**src/rtl/seq_divider_if.sv**
```systemverilog
// Start/done handshake bundle for the sequential signed divider.
// The master issues operands and the slave returns the quotient, remainder and flags.
interface seq_divider_if #(
    parameter int DW = 16
);
    logic                   start;
    logic signed [2*DW-1:0] dividend;
    logic signed [DW-1:0]   divisor;
    logic signed [DW-1:0]   quotient;
    logic signed [DW-1:0]   remainder;
    logic                   busy;
    logic                   done;
    logic                   div_by_zero;
    logic                   overflow;

    modport master (
        output start, dividend, divisor,
        input  quotient, remainder, busy, done, div_by_zero, overflow
    );

    modport slave (
        input  start, dividend, divisor,
        output quotient, remainder, busy, done, div_by_zero, overflow
    );
endinterface

```
**src/rtl/seq_divider.sv**
```systemverilog
// Sequential signed 2*DW / DW divider: magnitude restoring shift/subtract, one quotient bit
// per clock, followed by a sign-fix step. The result is truncated toward zero.
module seq_divider #(
    parameter int DW = 16
) (
    input  logic          clk,
    input  logic          rst,
    seq_divider_if.slave  bus
);
    localparam int CW = $clog2(DW) + 1;
    localparam logic [DW-1:0] HALF = {1'b1, {(DW-1){1'b0}}};

    typedef enum logic [2:0] {
        S_IDLE,
        S_LOAD,
        S_CHECK,
        S_ITER,
        S_FIX,
        S_DONE
    } state_t;

    state_t                 r_state;
    state_t                 w_next;
    logic signed [2*DW-1:0] r_dividend;
    logic signed [DW-1:0]   r_divisor;
    logic [2*DW-1:0]        r_abs_a;
    logic [DW-1:0]          r_abs_b;
    logic                   r_sign_q;
    logic                   r_sign_r;
    logic [CW-1:0]          r_cnt;
    logic [DW:0]            r_rem;
    logic [DW-1:0]          r_quo;
    logic signed [DW-1:0]   r_q_out;
    logic signed [DW-1:0]   r_r_out;
    logic                   r_busy;
    logic                   r_done;
    logic                   r_dbz;
    logic                   r_ovf;

    logic                   w_chk_dbz;
    logic                   w_chk_ovf;
    logic [DW:0]            w_shift;
    logic [DW:0]            w_diff;
    logic                   w_ge;
    logic                   w_fix_ovf;
    logic [DW-1:0]          w_q_fix;
    logic [DW-1:0]          w_r_fix;

    // Two's-complement magnitude; the most negative value maps to its unsigned magnitude.
    function automatic logic [2*DW-1:0] cneg_wide(input logic [2*DW-1:0] x, input logic neg);
        return neg ? (~x + (2*DW)'(1)) : x;
    endfunction

    function automatic logic [DW-1:0] cneg(input logic [DW-1:0] x, input logic neg);
        return neg ? (~x + DW'(1)) : x;
    endfunction

    assign w_chk_dbz = (r_divisor == '0);
    assign w_chk_ovf = (r_abs_a[2*DW-1:DW] >= r_abs_b);

    // A bit shifted out of R means the shifted value already exceeds any DW-bit divisor.
    assign w_shift = {r_rem[DW-1:0], r_quo[DW-1]};
    assign w_diff  = w_shift - {1'b0, r_abs_b};
    assign w_ge    = r_rem[DW] | (w_shift >= {1'b0, r_abs_b});

    assign w_fix_ovf = r_sign_q ? (r_quo > HALF) : r_quo[DW-1];
    assign w_q_fix   = cneg(r_quo, r_sign_q);
    assign w_r_fix   = cneg(r_rem[DW-1:0], r_sign_r);

    always_ff @(posedge clk) begin
        if (rst) begin
            r_state <= S_IDLE;
        end else begin
            r_state <= w_next;
        end
    end

    always_comb begin
        w_next = r_state;
        case (r_state)
            S_IDLE:  if (bus.start) w_next = S_LOAD;
            S_LOAD:  w_next = S_CHECK;
            S_CHECK: w_next = (w_chk_dbz || w_chk_ovf) ? S_DONE : S_ITER;
            S_ITER:  if (r_cnt == CW'(1)) w_next = S_FIX;
            S_FIX:   w_next = S_DONE;
            S_DONE:  w_next = S_IDLE;
            default: w_next = S_IDLE;
        endcase
    end

    always_ff @(posedge clk) begin
        if (rst) begin
            r_dividend <= '0;
            r_divisor  <= '0;
            r_abs_a    <= '0;
            r_abs_b    <= '0;
            r_sign_q   <= 1'b0;
            r_sign_r   <= 1'b0;
            r_cnt      <= '0;
            r_rem      <= '0;
            r_quo      <= '0;
            r_q_out    <= '0;
            r_r_out    <= '0;
            r_busy     <= 1'b0;
            r_done     <= 1'b0;
            r_dbz      <= 1'b0;
            r_ovf      <= 1'b0;
        end else begin
            r_busy <= (w_next != S_IDLE);
            r_done <= (w_next == S_DONE);
            case (r_state)
                S_IDLE: begin
                    if (bus.start) begin
                        r_dividend <= bus.dividend;
                        r_divisor  <= bus.divisor;
                    end
                end
                S_LOAD: begin
                    r_abs_a  <= cneg_wide(r_dividend, r_dividend[2*DW-1]);
                    r_abs_b  <= cneg(r_divisor, r_divisor[DW-1]);
                    r_sign_q <= r_dividend[2*DW-1] ^ r_divisor[DW-1];
                    r_sign_r <= r_dividend[2*DW-1];
                    r_cnt    <= CW'(DW);
                    r_q_out  <= '0;
                    r_r_out  <= '0;
                    r_dbz    <= 1'b0;
                    r_ovf    <= 1'b0;
                end
                S_CHECK: begin
                    if (w_chk_dbz) begin
                        r_dbz <= 1'b1;
                    end else if (w_chk_ovf) begin
                        r_ovf <= 1'b1;
                    end else begin
                        r_rem <= {1'b0, r_abs_a[2*DW-1:DW]};
                        r_quo <= r_abs_a[DW-1:0];
                    end
                end
                S_ITER: begin
                    r_rem <= w_ge ? w_diff : w_shift;
                    r_quo <= {r_quo[DW-2:0], w_ge};
                    r_cnt <= r_cnt - CW'(1);
                end
                S_FIX: begin
                    if (w_fix_ovf) begin
                        r_ovf <= 1'b1;
                    end else begin
                        r_q_out <= w_q_fix;
                        r_r_out <= w_r_fix;
                    end
                end
                default: ;
            endcase
        end
    end

    assign bus.quotient    = r_q_out;
    assign bus.remainder   = r_r_out;
    assign bus.busy        = r_busy;
    assign bus.done        = r_done;
    assign bus.div_by_zero = r_dbz;
    assign bus.overflow    = r_ovf;
endmodule

```
**src/flat_wrapper.sv**
```systemverilog
// flat-port wrapper written by rule: the top's interface ports become plain ports
module seq_divider_flat 
#(
    parameter int DW = 16
)
  (clk, rst, bus_start, bus_dividend, bus_divisor, bus_quotient, bus_remainder, bus_busy, bus_done, bus_div_by_zero, bus_overflow);
  seq_divider_if #(.DW(DW)) bus_i ();
  input  logic clk;
  input  logic rst;
  input wire logic [$bits(bus_i.start)-1:0] bus_start;
  input wire logic [$bits(bus_i.dividend)-1:0] bus_dividend;
  input wire logic [$bits(bus_i.divisor)-1:0] bus_divisor;
  output wire logic [$bits(bus_i.quotient)-1:0] bus_quotient;
  output wire logic [$bits(bus_i.remainder)-1:0] bus_remainder;
  output wire logic [$bits(bus_i.busy)-1:0] bus_busy;
  output wire logic [$bits(bus_i.done)-1:0] bus_done;
  output wire logic [$bits(bus_i.div_by_zero)-1:0] bus_div_by_zero;
  output wire logic [$bits(bus_i.overflow)-1:0] bus_overflow;
  assign bus_i.start = bus_start;
  assign bus_i.dividend = bus_dividend;
  assign bus_i.divisor = bus_divisor;
  assign bus_quotient = bus_i.quotient;
  assign bus_remainder = bus_i.remainder;
  assign bus_busy = bus_i.busy;
  assign bus_done = bus_i.done;
  assign bus_div_by_zero = bus_i.div_by_zero;
  assign bus_overflow = bus_i.overflow;
  seq_divider #(.DW(DW)) u_core (.clk(clk), .rst(rst), .bus(bus_i));
endmodule
```
**config.mk**
```make
export PLATFORM = sky130hd
export DESIGN_NAME = seq_divider_flat
export DESIGN_NICKNAME = d
export VERILOG_FILES = /design/src/rtl/seq_divider_if.sv /design/src/rtl/seq_divider.sv /design/src/flat_wrapper.sv
export SDC_FILE = /design/constraint.sdc
export NUM_CORES = 1
export LEC_CHECK = 0
export CAP_MARGIN = 20
export CORE_MARGIN = 8
export CORE_UTILIZATION = 50
export CTS_BUF_LIST = sky130_fd_sc_hd__clkbuf_4
export CTS_CLUSTER_SIZE = 30
export DETAILED_ROUTE_END_ITERATION = 16
export GPL_ROUTABILITY_DRIVEN = 1
export PLACE_DENSITY = 0.72
export SLEW_MARGIN = 0
export SYNTH_ARGS = -nofsm -noshare
export SYNTH_HDL_FRONTEND = slang
export SYNTH_SLANG_ARGS = --single-unit
```
**constraint.sdc**
```tcl
create_clock -name clk -period 3 [get_ports clk]
set_input_delay 0.3 -clock clk [delete_from_list [all_inputs] [get_ports clk]]
set_output_delay 0.3 -clock clk [all_outputs]
set_load 0.005 [all_outputs]
```
# Yosys cells after proc, flatten, opt, wreduce, memory -nomap -nowiden
# Index checks and enable logic that the tools add are counted.
[totals]
reg_bits = 175
latchBits = 0
ram_bits = 0
mem_bits_ro = 0
inputBits = 51
out_inout_bits = 36
elab_cells = 84
mem_count = 0
[classes]
add_sub_neg = 6
n_mul = 0
n_div = 0
n_lt_le_gt_ge = 3
n_eq_ne = 12
shift = 0
n_mux = 27
bitwise_logic = 6
reduce_logical = 14
[op_table]
columns = ["op", "n"]
rows = [
  ["$mux W16", 7],
  ["$pmux W16 S2", 3],
  ["$mux W17", 3],
  ["$add A16 B1 Y16 const B", 3],
  ["$not A16 Y16", 3],
  ["$pmux W17 S2", 1],
  ["$add A32 B1 Y32 const B", 1],
  ["$mux W32", 1],
  ["$not A32 Y32", 1],
  ["$ge A17 B16 Y1", 1],
  ["$sub A17 B16 Y17", 1],
  ["$ge A16 B16 Y1", 1],
  ["$gt A16 B16 Y1 const B", 1],
  ["$logic_not A16 Y1", 1],
  ["$pmux W3 S5", 1],
  ["$pmux W5 S2", 1],
  ["$mux W3", 3],
  ["$reduce_bool A2 Y1", 4],
  ["$eq A3 B2 Y1 const B", 2],
  ["$eq A3 B3 Y1 const B", 2],
  ["$ne A2 B1 Y1 const B", 3],
  ["$ne A2 B2 Y1 const B", 3],
  ["$reduce_and A2 Y1", 3],
  ["$reduce_bool A3 Y1", 2],
  ["12 further kinds", 16],
]

# Logic depth before layout (Yosys ltp)
[depth]
depth_word = 5
depth_mapped = 13
depth_no_buf = 11

# Worst setup path before layout
# OpenSTA, ideal clock, no wires.
[synth_timing]
path_kind = "register to register"
start = "reg u_core.r_abs_b[9]"
end = "reg u_core.r_quo[10]"
setup_time_ns = 0.138
t_arrival_ns = 2.507
required_ns = 2.862
slack_ns = 0.356
path_stages_with_launch = 12
n_path_buf = 1
synth_period_minus_slack_ns = 2.644
path_cell_list = "dfxtp_1 -> inv_1 -> ha_1 -> a21o_1 -> a21o_1 -> a221oi_2 -> o211ai_1 -> a221o_1 -> nor3_2 -> buf_2 -> mux2i_1 -> a211oi_1"
[synth_via]
elab_chain_cells = 3
[synth_rtl]
columns = ["item", "line_no", "source"]
rows = [
  ["from (decl)", "seq_divider.sv:27", "logic [DW-1:0] r_abs_b;"],
  ["from (signal assigned)", "seq_divider.sv:120", "r_abs_b <= cneg(r_divisor, r_divisor[DW-1]);"],
  ["$ge A16 B16 Y1", "seq_divider.sv:59", "assign w_chk_ovf = (r_abs_a[2*DW-1:DW] >= r_abs_b);"],
  ["$ne A2 B2 Y1 (no line)", "-", ""],
  ["$reduce_and A3 Y1 (no line)", "-", ""],
  ["to (signal assigned)", "seq_divider.sv:136", "r_quo <= r_abs_a[DW-1:0];"],
  ["to (signal assigned)", "seq_divider.sv:141", "r_quo <= {r_quo[DW-2:0], w_ge};"],
  ["to (decl)", "seq_divider.sv:32", "logic [DW-1:0] r_quo;"],
]
# No other way between the ends.
# A chain may end at the register's enable or synchronous reset.

# Final worst setup path
[layout_timing]
start = "reg u_core.r_abs_b[9]"
end = "reg u_core.r_rem[14]"
[layout_via]
elab_chain_cells = 4
elab_cells_between_ends = 8
cone_classes = "add/sub: 1; order compare: 2; eq/ne: 1; mux: 2; bitwise: 1; reduce/logical: 1"
[layout_rtl]
columns = ["item", "line_no", "source"]
rows = [
  ["$ge A17 B16 Y1", "seq_divider.sv:64", "assign w_ge = r_rem[DW] | (w_shift >= {1'b0, r_abs_b});"],
  ["$or A1 B1 Y1", "seq_divider.sv:64", ""],
  ["$mux W17", "seq_divider.sv:140", "r_rem <= w_ge ? w_diff : w_shift;"],
  ["$pmux W17 S2", "seq_divider.sv:111", "case (r_state)"],
  ["to (signal assigned)", "seq_divider.sv:135", "r_rem <= {1'b0, r_abs_a[2*DW-1:DW]};"],
  ["to (signal assigned)", "seq_divider.sv:140", ""],
  ["to (decl)", "seq_divider.sv:31", "logic [DW:0] r_rem;"],
]
# Several ways; a longest one is shown, not always the timed one.

==> impl_metrics.yaml <==
outcome:
  status: "complete, no violations"
die:
  die_area_um2: 23600
  start_util: 0.509
  rows: 50
  die_x_um: 154
  die_h_um: 154
  io_pins: 87
  core_um2: 18600
synth:
  synth.largest_area_cell: "dfxtp_1"
  synth_fp_nets: 1269
  avgSynthCellArea_um2: 8.05
  synthCells: 1179
  syn_area_um2: 9490
  synth-edff-count: 0
  ys_types: 65
  synthArstFlopShare: 0
  synth-warning-count: 0
  ys.flop_type: "dfxtp_1"
  synth_top_area_frac: 0.369
  synth_seq_cells: 175
  ys_seq_area_frac: 0.369
  synthTopCellsByArea: "dfxtp_1 37%, nand2_1 6.7%, a21oi_1 6.4%"
global_routing:
  grt_pass1_vias: 8006
  grt_max_degree: 86
  grt_use_total: 0.202
  grt_antenna_before_repair: 1
  grt_first_pass_wirelength_um: 40100
  grt_overflow_total: 0
clock_tree:
  cts_root_buf: "clkbuf_4"
  cts.sinks: 175
  htreeDepth: 4
  clkTransAtPathRegs_ns: 0.14
  worstSkewPairLatency_ns: 0.57
  clockBufferDepth: 2
  cts_tree: "done"
  numCtsBuffers: 17
  hold_buffers: 0
timing:
  fmax_ghz: 0.343
  tightestPinTransition_ns: 1.01
  relSlewSlack: 0.326
  finalSetupViolCount: 0
  drv_slew: 0
  hold_viol_final: 0
  setup_tns_ns: 0
  period_share: 0.972
  holdWs_ns: 0.193
  min_period_ns: 2.92
  skew_ns: 0.0156
  rsz0062_at_grt: "yes"
route:
  drt_iter0_drc: 582
  dr.pass1.iters: 5
  vias: 8524
  drc: 0
  ant_nets: 0
  wl_um: 24100
  avgRoutedWirePerCell_um: 16.2
  via_per_inst: 5.72
critical_path:
  cp.required_ns: 3.49
  rr_worst_depth: 11
  crit_fanout: 8
  startpoint_type: "register"
  reg2reg_to: "u_core.r_rem[14]$_SDFFE_PP0P_"
  worstSetupPathType: "register to register"
  crit_end: "u_core.r_rem[14]$_SDFFE_PP0P_"
  reg2reg_setup_slack_ns: 0.08
  arrival_ns: 3.41
  end_kind: "register"
  critPathLaunch: "u_core.r_abs_b[9]$_SDFFE_PP0P_"
  r2r_start: "u_core.r_abs_b[9]$_SDFFE_PP0P_"
pwr:
  power_w: 0.0119
  combPwrFrac: 0.596
  leakage_nw: 4.01
  p_int_w: 0.00624
  swShare: 0.477
  power.density_nw_per_um2: 1090
  pwr-share-clk: 0.109
  ir_worst_vdd_mv: 0.567
  p_switching_w: 0.00568
  seq_power_share: 0.295
worst_hold_path:
  min_path_type: "input pin to register"
placement:
  port_buffers: 86
  placed_cells: 1452
  dp_hpwl_um: 17700
  place_congestion: 0.904
final_layout:
  area_growth_pct: 15.8
  final_common_cell: "dfxtp_1"
  mostFrequentLayoutCells: "170 x dfxtp_1, 169 x nand2_1, 121 x a21oi_1, 117 x nor2_1, 85 x clkdlybuf4s50_1"
  drive_above_1_share: 0.0861
  final_util: 0.589
  layoutNonFillerInstCount: 1489
  fill_cells: 1734
  nNetsFinal: 1331
run:
  cap_violations: 0
[worst max-delay path, cell delays in order (launching register included)]
cell and delay (ns):
dfxtp_2 0.35, inv_2 0.08, ha_4 0.20, a21o_1 0.15, a21o_1 0.16, a221oi_2 0.28, o211ai_1 0.16, a221o_1 0.43
nor3_4 0.42, clkbuf_16 0.27, mux2i_1 0.08, a221oi_1 0.26
[cell usage after synthesis, drive strengths merged (7+ instances only)]
| library cell | n |
|---|---|
| buf | 12 |
| nand2b | 8 |
| a31oi | 7 |
| inv | 35 |
| or3 | 13 |
| mux2i | 26 |
| a211oi | 73 |
| dfxtp | 175 |
| nand2 | 169 |
| nor3 | 46 |
| o31ai | 19 |
| nand4 | 8 |
| clkbuf | 66 |
| o41ai | 8 |
| nor2b | 8 |
| xor2 | 58 |
| a311oi | 10 |
| xnor2 | 19 |
| or4 | 11 |
| nand3 | 16 |
| o21ai | 35 |
| and3 | 8 |
| nor2 | 119 |
| o31a | 8 |
| a21oi | 121 |
| ha | 38 |
| a21o | 10 |
[flip-flops by register name, indices dropped and copies added (netlist names)]
signal                  cells
u_core.bus.busy             1
u_core.bus.div_by_zero      1
u_core.bus.done             1
u_core.bus.overflow         1
u_core.bus.quotient        16
u_core.bus.remainder       16
u_core.r_abs_a             32
u_core.r_abs_b             16
u_core.r_cnt                5
u_core.r_dividend          32
u_core.r_divisor           16
u_core.r_quo               16
u_core.r_rem               17
u_core.r_sign_q             1
u_core.r_sign_r             1
u_core.r_state              3
[worst min-delay path by stage]
stage	from	to	slack (ns)	cells past startpoint
floorplan	rst	u_core.r_state[1]$_SDFF_PP0_	0.39	1
global placement	u_core.bus.remainder[15]$_SDFFE_PP0P_	u_core.bus.remainder[15]$_SDFFE_PP0P_	0.45	2
detailed placement	u_core.bus.quotient[15]$_SDFFE_PP0P_	u_core.bus.quotient[15]$_SDFFE_PP0P_	0.46	2
CTS	rst	u_core.r_cnt[2]$_SDFFE_PP0P_	0.15	2
global route	rst	u_core.bus.remainder[5]$_SDFFE_PP0P_	0.16	2
finish	rst	u_core.r_cnt[2]$_SDFFE_PP0P_	0.19	2
[cell type report]
type	count	area, um2	area share
Clock inverter	14	131	0.0120
Antenna cell	1	2.50	0.000228
Inverter	35	131	0.0120
Multi-Input combinational cell	891	5580	0.508
Tap cell	234	293	0.0266
Clock buffer	18	135	0.0123
Sequential cell	175	3510	0.320
Timing Repair Buffer	121	1200	0.109
[repair_timing]
action,4_1_cts,5_1_grt
endpoints found under the setup margin,0,7
buffers inserted,0,1
gates resized for setup,0,13
[power groups by stage]
stage / registers [W] / clock network [W] / logic [W]
finish: 0.00352 / 0.00129 / 0.00711
global route: 0.00359 / 0.00143 / 0.00792
CTS: 0.00348 / 0.00134 / 0.00688
detailed placement: 0.00354 / 0 / 0.00683
global placement: 0.00352 / 0 / 0.00676
floorplan: 0.00328 / 0 / 0.00518
[through the flow]
step,setup slack (ns),instance area (um2)
finish,0.0835,11000
global placement,0.256,10600
CTS,0.128,10900
floorplan,0.356,9490
detailed placement,0.162,10600
global route,-0.0331,11000
[layer usage]
| metal | up-vias | GRT usage | part of all wire |
|---|---|---|---|
| li1 | 4356 | - | - |
| met1 | 3909 | 0.283 | 0.48 |
| met2 | 226 | 0.303 | 0.44 |
| met3 | 33 | 0.0398 | 0.052 |
| met4 | 0 | 0.0728 | 0.021 |
| met5 | - | 0 | 0 |
[logic make-up after synthesis]
| group | count (synthesis) | synth area share |
|---|---|---|
| buffers and inverters | 113 | 0.0479 |
| AND/OR/NAND/NOR | 430 | 0.210 |
| adder cells (fa/ha/maj) | 39 | 0.0522 |
| flip-flops | 175 | 0.369 |
| XOR/XNOR | 77 | 0.0711 |
| multiplexers | 26 | 0.0274 |
| AO/OA/AOI/OAI | 319 | 0.223 |
Note: power is estimated with default switching activity, not from simulation.
